File: src/rtl/irq_ctrl.sv
// Vectored, maskable, nesting-aware interrupt controller.
// Tracks pending, enabled and in-service sources and presents the highest eligible vector to the CPU.
module irq_ctrl #(
    parameter int WIDTH = 24
) (
    input  logic             clk,
    input  logic             p_reset_n,
    input  logic [15:0]      src,
    input  logic             io_wr,
    input  logic             io_rd,
    input  logic [1:0]       addr,
    input  logic [WIDTH-1:0] din,
    output logic [WIDTH-1:0] dout,
    output logic             irq,
    output logic [3:0]       ivec,
    input  logic             iack
);

    localparam logic [1:0] A_PEND  = 2'd0;
    localparam logic [1:0] A_EN    = 2'd1;
    localparam logic [1:0] A_CLEAR = 2'd2;
    localparam logic [1:0] A_ISR   = 2'd3;

    logic [15:0] pend;
    logic [15:0] en;
    logic [15:0] isr;

    logic [3:0]  cand;
    logic [3:0]  cur;
    logic        wr_pend;
    logic        wr_en;
    logic        wr_clear;
    logic        wr_eoi;
    logic [15:0] set_mask;
    logic [15:0] clr_mask;
    logic [15:0] ack_mask;
    logic [15:0] eoi_mask;
    logic [15:0] pend_nxt;
    logic [15:0] isr_nxt;
    logic [15:0] rd_data;

    // Register bits above 15 carry no state.
    logic unused_din_hi;
    assign unused_din_hi = ^din[WIDTH-1:16];

    assign wr_pend  = io_wr && (addr == A_PEND);
    assign wr_en    = io_wr && (addr == A_EN);
    assign wr_clear = io_wr && (addr == A_CLEAR);
    assign wr_eoi   = io_wr && (addr == A_ISR);

    // NOTE: every combinational output gets a default before the loop, so no latch can be inferred.
    always_comb begin
        cand = 4'd0;
        cur  = 4'd0;
        for (int i = 1; i < 16; i++) begin
            if (pend[i] && en[i]) cand = 4'(i);
            if (isr[i])           cur  = 4'(i);
        end
    end

    // Only a strictly higher priority than the one in service may interrupt.
    assign ivec = (en[0] && (cand > cur)) ? cand : 4'd0;
    assign irq  = (ivec != 4'd0);

    always_comb begin
        ack_mask = (iack && irq) ? (16'd1 << ivec) : 16'd0;
        eoi_mask = (wr_eoi && (cur != 4'd0)) ? (16'd1 << cur) : 16'd0;
        set_mask = src | (wr_pend ? din[15:0] : 16'd0);
        clr_mask = ack_mask | (wr_clear ? din[15:0] : 16'd0);
        // Set wins over clear so a strobe coinciding with a clear or ack is never lost.
        pend_nxt = (set_mask | (pend & ~clr_mask)) & 16'hFFFE;
        isr_nxt  = (isr & ~eoi_mask) | ack_mask;
    end

    always_comb begin
        case (addr)
            A_PEND:  rd_data = pend;
            A_EN:    rd_data = en;
            A_CLEAR: rd_data = 16'd0;
            default: rd_data = isr;
        endcase
    end

    // NOTE: sequential state uses non-blocking assignments so every register samples pre-edge values.
    always_ff @(posedge clk or negedge p_reset_n) begin
        if (!p_reset_n) begin
            pend <= 16'd0;
            en   <= 16'd0;
            isr  <= 16'd0;
            dout <= '0;
        end else begin
            pend <= pend_nxt;
            isr  <= isr_nxt;
            if (wr_en) en <= din[15:0];
            if (io_rd) dout <= WIDTH'(rd_data);
        end
    end

endmodule

File: config.mk
export PLATFORM = sky130hd
export DESIGN_NAME = irq_ctrl
export DESIGN_NICKNAME = d
export VERILOG_FILES = /design/src/rtl/irq_ctrl.sv
export SDC_FILE = /design/constraint.sdc
export NUM_CORES = 1
export LEC_CHECK = 0
export CAP_MARGIN = 20
export CORE_ASPECT_RATIO = 1.2
export CORE_UTILIZATION = 46
export DETAILED_ROUTE_END_ITERATION = 10
export PLACE_DENSITY = 0.74
export SYNTH_ARGS = -nofsm -noshare
export SYNTH_HDL_FRONTEND = slang
export SYNTH_SLANG_ARGS = --single-unit
File: constraint.sdc
create_clock -name clk -period 4.3 [get_ports clk]
set_clock_uncertainty 0.1 [all_clocks]
set_input_delay 0.43 -clock clk [delete_from_list [all_inputs] [get_ports clk]]
set_output_delay 0.43 -clock clk [all_outputs]
set_load 0.03 [all_outputs]
## Yosys cells after proc, flatten, opt, wreduce, memory -nomap -nowiden

Index checks and enable logic that the tools add are counted.

| word-level totals | value |
|---|---|
| register bits | 63 |
| input bits | 47 |
| word-level logic and storage cells | 79 |

| cells by class | value |
|---|---|
| shift-type cells | 2 |
| reduce and logical (&&, ||, !) cells | 25 |
| equal/unequal tests | 3 |
| order comparisons | 1 |
| multiplexer cells | 36 |
| bitwise gates (word level) | 8 |

Operators by type and width:

| operator | count |
|---|---|
| 2-to-1 mux 4 bit | 27 |
| 2-to-1 mux 16 bit | 4 |
| OR 16 bit | 4 |
| one-hot mux 16 bit (3 select lines) | 1 |
| AND 16 bit | 2 |
| NOT 16 bit | 2 |
| << shifter 1 x 4 -> 16 bit, first input constant | 2 |
| logical AND 1 bit | 22 |
| nonzero test 4 bit | 2 |
| equality test 2 bit, second input constant | 2 |
| > comparator 4 bit | 1 |
| 2-to-1 mux 2 bit | 2 |
| equality test 2 x 1 -> 1 bit, second input constant | 1 |
| logical NOT 2 bit | 1 |
| 2-to-1 mux 1 bit | 2 |

## Longest topological paths before layout

Gate-level depths: netlist of run 1.

| logic depth | value |
|---|---|
| depth in word-level cells | 26 |
| gate-level depth with buffers | 12 |
| depth with buffers taken out | 12 |

## Worst setup path after synthesis of run 1

No wires, ideal clock.

| timing path | value |
|---|---|
| kind | reg2out |
| start | reg en[11] |
| end | out irq |
| slack | 1184 ps |
| cell stages (with the launch flop) | 11 |
| required time | 3770 ps |
| arrival | 2586 ps |
| path buffers | 0 |
| cell sequence | dfrtp_1 a22oi_2 and3_1 o31a_1 a41oi_4 inv_2 ha_1 nand4_1 nand2_1 a21o_1 a31oi_1 |

| on the way | value |
|---|---|
| longest elaborated chain between the ends | 10 |

RTL lines:

| what | RTL line | RTL |
|---|---|---|
| from (decl) | 25 | `logic [15:0] en;` |
| from (signal assigned) | 94 | `if (wr_en) en <= din[15:0];` |
| logical AND 1 bit * | 56 | `if (pend[i] && en[i]) cand = 4'(i);` |
| 2-to-1 mux 4 bit * (5 in series) | 56 |  |
| > comparator 4 bit | 62 | `assign ivec = (en[0] && (cand > cur)) ? cand : 4'd0;` |
| logical AND 1 bit | 62 |  |
| 2-to-1 mux 4 bit * | 62 |  |
| nonzero test 4 bit * | 63 | `assign irq = (ivec != 4'd0);` |
| to (decl) | 14 | `output logic irq,` |

Every way passes the cells marked *; elsewhere a longest branch is shown, timed or not.

## Worst setup path after layout of run 1

| timing path | value |
|---|---|
| start | reg isr[5] |
| end | out ivec[2] |

| on the way | value |
|---|---|
| longest elaborated chain between the ends | 14 |

RTL lines:

| what | RTL line | RTL |
|---|---|---|
| from (decl) | 26 | `logic [15:0] isr;` |
| from (signal assigned) | 93 | `isr <= isr_nxt;` |
| 2-to-1 mux 4 bit (11 in series) | 57 | `if (isr[i]) cur = 4'(i);` |
| > comparator 4 bit | 62 |  |
| logical AND 1 bit | 62 |  |
| 2-to-1 mux 4 bit | 62 |  |
| to (decl) | 15 | `output logic [3:0] ivec,` |

Every way passes these cells.

==> results.tsv, run 1 <==
stage	metric	value	unit
outcome	status	complete, no violations	
sta	min_period	4.151	ns
cells_and_area	syn_to_final_growth	23.42	%
setup_path	worstPathArrival	3.62	ns
pwr	peakVddDrop	0.5625	mV
setup_path	critPathMaxFanout	11	
global_routing	first_global_vias	2998	
cells_and_area	diodes	0	
pwr	fin_total_pwr	2.316	mW
sta	fin_crit_sh	96.54	%
setup_path	rr_worst_depth	12	
pwr	p_leak	1.885	nW
clocking	clk_pin_slew	0.07	ns
hold_path	hold_class	input pin to async pin	
routing	wl	9066	microns
clocking	clk_latency	0.36	ns
routing	vias	3051	
pwr	swShare	42.75	%
cells_and_area	final_cell_mix	63 x dfrtp_1, 56 x clkdlybuf4s50_1, 41 x nor2_1	
placed_design	dpl_cell_area	0.004158	sq mm
synth	synthArstFlopShare	100.0	%
setup_path	startpoint_type	register	
cells_and_area	layout_commonest_cell	dfrtp_1	
routing	drtAntennaViolNets	0	
die	die_height	97.98	microns
die	core.rowCount	34	
placed_design	dp_hpwl	6695	microns
synth	synthCells	369	
clocking	clockRootBuffer	clkbuf_8	
clocking	postCtsHoldBufs	0	
pwr	clock_power_share	19.2	%
sta	max_slew_margin	32.12	%
synth	yosys.area.top_type	dfrtp_1	
pwr	p_seq_share	34.9	%
sta	slew_viol_final	0	
global_routing	grt_use_total	25.20	%
synth	synth_seq_cells	63	
cells_and_area	final_area	0.004358	sq mm
sta	setup_viol	0	
synth	synth_area_leaders	dfrtp_1 45%, mux2_2 5.1%, a21oi_1 5.0%, mux2i_1 4.5%, nor2_1 4.4%	
pwr	powerDensity	531.5	mW/mm^2
setup_path	cp.required	3.77	ns
routing	dr.pass1.iters	4	
cells_and_area	drive_gt1_share	12.01	%
sta	timing.hold.ws	0.02649	ns
routing	drc	0	
synth	synth_edf_count	0	
global_routing	antenna_found_initial	0	
placed_design	gpl.final_weighted_congestion	0.8786	
routing	drt-vias-per-instance	5.834	
sta	fin_ws	0.1486	ns
cells_and_area	final_util	59.21	%
flow_run	drv_cap	0	
die	initial_core_util	47.98	%
placed_design	place_ws	0.4865	ns
placed_design	numPortBuffers	58	
pwr	power.internal	1.326	mW
global_routing	grt_max_degree	33	
synth	synth_top_area_share	44.65	%
synth	ys_seq_area_share	44.65	%
routing	routedWlPerCell	17.33	microns
pwr	pwr-share-comb	45.9	%
sta	clock.fmax	240.9	MHz
clocking	cts_tree	yes	
sta	fin_setup_tns	0	ns
synth	synth_ff_type	dfrtp_1	
routing	initialDrtViolationCount	303	
global_routing	grt_remaining_overflow	0	
die	io_pins	76	
cells_and_area	n_fill_cell	650	
placed_design	dp.cells	504	
synth	synth_area_per_cell	9.569	sq um
pwr	p_sw	990.3	uW
die	core-area	0.007360	sq mm
clocking	cts-htree-levels	3	
synth	synth_cell_type_count	54	
setup_path	endpoint_kind	primary output	
sta	hold_violations	0	
clocking	clock-sinks	63	
cells_and_area	nNetsFinal	479	
synth	synth_warnings	0	
cells_and_area	stdcell_count	523	
global_routing	grt_pass1_wl	15150	microns
synth	syn_area	0.003531	sq mm
die	dieArea	0.008032	sq mm
clocking	cts_buffer_depth	2	
sta	worst_pin_slew	1.015	ns
setup_path	path_class	register to primary output	
die	die_x	81.98	microns
clocking	cts_buffers	9	
## cells in the mapped netlist (all sizes together) (2+ instances only)
library cell / instances
nor3b: 2
nand3: 15
dfrtp: 63
a31oi: 7
clkbuf: 11
inv: 6
mux2i: 16
and3: 4
a21oi: 35
buf: 14
o31ai: 7
a32oi: 2
a221o: 11
mux2: 16
ha: 4
nor2: 42
nor2b: 7
o21ai: 7
a22o: 6
a22oi: 3
o211ai: 3
and2: 2
o21bai: 4
or3: 2
a21boi: 11
nand2: 40
nor3: 5
nor4: 3
a211o: 4
## final timing paths
kind	from	to	slack, ns
worst max register to register	isr[5]	pend[9]	0.66
min in group clk	isr[0]	isr[0]	0.28
worst min register to register	isr[0]	isr[0]	0.28
worst max-delay path	isr[5]	ivec[2]	0.15
max in group asynchronous	p_reset_n	isr[8]	3.17
worst min-delay path	p_reset_n	pend[5]	0.03
## timing repair
item                       CTS  global route
setup buffers                0             2
setup endpoints to repair    0             5
resized for setup            0             3
## layout make-up
type | count | area [sq um] | share of cell area, %
Inverter | 7 | 26.28 | 0.6029
Timing Repair Buffer | 66 | 641.9 | 14.73
Sequential cell | 63 | 1577 | 36.18
Clock inverter | 6 | 37.54 | 0.8613
Tap cell | 90 | 112.6 | 2.584
Clock buffer | 10 | 127.6 | 2.929
Multi-Input combinational cell | 281 | 1836 | 42.12
## worst max-delay path, stage by stage (launching register included)
cell             delay, ns
dfrtp_1               0.44
nor2_1                0.14
o21ai_0               0.12
a2111oi_1             0.53
or3_4                 0.30
inv_1                 0.08
ha_1                  0.30
nor2b_1               0.17
o211ai_1              0.12
a21oi_1               0.24
and2_1                0.17
clkdlybuf4s50_1       0.67
## registers in the layout, summed over array words and instances, names as in the netlist
register  flops
en           16
isr          16
pend         15
dout         16
## power groups by stage
stage               registers (mW)  clock network [mW]  logic [mW]
floorplan                    0.811                   0       0.676
global placement             0.812                   0        1.00
detailed placement           0.817                   0        1.02
CTS                          0.805               0.451        1.03
global route                 0.824               0.472        1.16
finish                       0.808               0.445        1.06
## logic make-up after synthesis
family | count (synthesis) | synth area share [%]
other | 1 | 0.1062
adder cells (fa/ha/maj) | 4 | 1.417
AND/OR/NAND/NOR | 128 | 17.40
buffers and inverters | 32 | 4.429
AO/OA/AOI/OAI | 109 | 22.36
flip-flops | 63 | 44.65
multiplexers | 32 | 9.638
## metal layers
| layer | vias to the layer above | track usage [%] | wire length (microns) |
|---|---|---|---|
| met5 | - | 0 | 0 |
| met1 | 1457 | 33.49 | 3900 |
| li1 | 1471 | - | - |
| met2 | 108 | 39.61 | 4385 |
| met3 | 15 | 4.019 | 576 |
| met4 | 0 | 11.74 | 202 |
Power figures use the tool's default switching activity.
==> run 2, diff against run 1 <==
==> constraint.sdc (replaced) <==
create_clock -name clk -period 4.3 [get_ports clk]
set_clock_uncertainty 0.1 [all_clocks]
set_input_delay 0.86 -clock clk [delete_from_list [all_inputs] [get_ports clk]]
set_output_delay 0.86 -clock clk [all_outputs]
set_load 0.03 [all_outputs]
==> run 2 against run 1 <==
Via count grew 0.13%. Sequential power is essentially flat. Non-clock buffer count grew 2. Count of clock-buffer cells in the layout shrank 1. Combinational power is essentially flat. Critical path depth is the same. Clock power grew 26%. Utilization grew 0.78 points. Power grew 4.8%. First-iteration DRC count shrank 16%. Cell count grew 0.38%. Global-route usage shrank 0.17 points. Critical path type unchanged.
==> results.tsv, run 2 (same netlist as run 1, synthesis figures left out) <==
stage	metric	value	unit	change
outcome	status	complete, no violations		
sta	min_period	3.922	ns	-0.2291 ns
sta	worst_pin_slew	1.011	ns	-0.003933 ns
pwr	p_sw	984.7	uW	-0.56%
pwr	clock_power_share	23.1	%	+3.9 points
die	initial_core_util	47.98	%	unchanged
clocking	cts_buffers	9		unchanged
clocking	cts_buffer_depth	2		unchanged
cells_and_area	syn_to_final_growth	25.05	%	
global_routing	grt_remaining_overflow	0		unchanged
routing	vias	3055		+0.13%
global_routing	antenna_found_initial	0		unchanged
pwr	swShare	40.58	%	-2.2 points
sta	timing.hold.ws	0.2870	ns	+0.2605 ns
clocking	post-cts-setup-buffers	0		unchanged
clocking	cts-htree-levels	3		unchanged
routing	drc	0		unchanged
setup_path	cp.required	3.34	ns	-0.43 ns
global_routing	grt_use_total	25.03	%	-0.17 points
sta	setup_viol	0		unchanged
hold_path	hold_start	isr[0]		
setup_path	endpoint_kind	primary output		
placed_design	dp_hpwl	6658	microns	-0.55%
setup_path	worstPathArrival	2.96	ns	-0.66 ns
global_routing	grt_pass1_wl	15100	microns	-0.36%
placed_design	numPortBuffers	58		unchanged
cells_and_area	layout_commonest_cell	dfrtp_1		
setup_path	startpoint_type	register		
sta	clock.fmax	255.0	MHz	+5.8%
die	core.rowCount	34		unchanged
die	io_pins	76		unchanged
die	core-area	0.007360	sq mm	unchanged
routing	initialDrtViolationCount	254		-16%
clocking	clock-sinks	63		unchanged
die	die_height	97.98	microns	unchanged
pwr	power.internal	1.442	mW	+8.7%
pwr	pwr-share-comb	43.6	%	-2.3 points
flow_run	drv_cap	0		unchanged
sta	max_slew_margin	32.39	%	+0.26 points
clocking	clk_pin_slew	0.07	ns	about the same
clocking	clockRootBuffer	clkbuf_8		
cells_and_area	diodes	0		unchanged
die	die_x	81.98	microns	unchanged
routing	dr.pass1.iters	4		unchanged
pwr	powerDensity	549.6	mW/mm^2	+3.4%
placed_design	gpl.final_weighted_congestion	0.9254		+5.3%
setup_path	path_class	register to primary output		
setup_path	critical_path.reg2reg.endpoint	pend[8]		
hold_path	hold_class	register to register		
clocking	postCtsHoldBufs	0		unchanged
setup_path	r2r-start	isr[4]		
sta	hold_violations	0		unchanged
global_routing	grt_max_degree	41		+24%
die	dieArea	0.008032	sq mm	unchanged
setup_path	r2r_slack	0.92	ns	+0.26 ns
clocking	clk_latency	0.35	ns	about the same
cells_and_area	top_regs	dout (16), en (16), isr (16)		
pwr	peakVddDrop	0.6783	mV	+21%
routing	drtAntennaViolNets	0		unchanged
cells_and_area	nNetsFinal	481		+0.42%
pwr	p_seq_share	33.3	%	-1.6 points
setup_path	cp-startpoint	isr[4]		
cells_and_area	drive_gt1_share	12.64	%	+0.63 points
pwr	p_leak	1.973	nW	+4.6%
global_routing	first_global_vias	3004		+0.20%
sta	fin_setup_tns	0	ns	unchanged
sta	slew_viol_final	0		unchanged
sta	fin_crit_sh	91.22	%	-5.3 points
clocking	cts_tree	yes		
routing	routedWlPerCell	17.18	microns	-0.90%
cells_and_area	final_cell_mix	63 x dfrtp_1, 52 x clkdlybuf4s50_1, 41 x nor2_1		
hold_path	hold_end	isr[0]		
setup_path	rr_worst_depth	12		unchanged
hold_path	hold_path_depth	0		
setup_path	critPathMaxFanout	5		-6
routing	wl	9019	microns	-0.52%
routing	drt-vias-per-instance	5.819		-0.25%
sta	rsz0062_at_grt	false		
run 2: power by group through the flow:
stage	Sequential (mW)	Clock [mW]	Combinational (mW)
detailed placement	0.817	0	1.05
CTS	0.806	0.571	1.06
finish	0.809	0.560	1.06
global placement	0.812	0	1.03
floorplan	0.811	0	0.676
global route	0.826	0.592	1.15
run 2: stage by stage:
stage	power, mW	setup WS [ns]	util (%)	area (sq um)	cells
after floorplan	1.487	0.7538	-	3557	376
after global placement	1.843	0.3907	56.97	4193	509
after detailed placement	1.866	0.3877	56.97	4193	509
after CTS	2.434	0.005287	59.86	4405	525
after global routing	2.572	0.1642	60.00	4415	525
final	2.427	0.3777	60.00	4415	525
run 2: metal layers:
metal / track usage, % / up-vias / wire length [microns]
li1: - / 1468 / -
met1: 34.44 / 1457 / 4015
met2: 37.76 / 114 / 4307
met3: 5.047 / 16 / 493
met4: 10.93 / 0 / 201
met5: 0 / - / 0
run 2: how the worst max path moves through the flow:
stage | to | slack (ns) | depth (start not counted)
6_report | ivec[2] | 0.38 | 11
4_1_cts | ivec[2] | 0.005 | 11
3_5_place_dp | ivec[2] | 0.39 | 11
3_3_place_gp | ivec[2] | 0.39 | 11
2_1_floorplan | irq | 0.75 | 10
5_1_grt | ivec[2] | 0.16 | 11
run 2: area by class of cell:
class / instances / area (sq um)
clock buffers: 9 / 123.9
clock inverters: 7 / 87.58
flip-flops and latches: 63 / 1577
fillers: 641 / 2944
inverters: 7 / 26.28
well taps: 90 / 112.6
multi-input cells: 281 / 1831
repair buffers: 68 / 658.1
run 2: critical path, cell delays in order, from the launching register on:
cell and delay (ns):
dfrtp_1 0.43, nor2_1 0.14, o21ai_0 0.09, a2111oi_1 0.46, or3_1 0.19, inv_1 0.06, ha_1 0.29, nor2b_1 0.13
o211ai_1 0.10, a21oi_1 0.24, and2_1 0.17, dlymetal6s2s_1 0.29
run 2: what timing repair did:
action | CTS | global route
endpoints found under the setup margin | 2 | 4
gates cloned | 0 | 0
resized for setup | 1 | 4
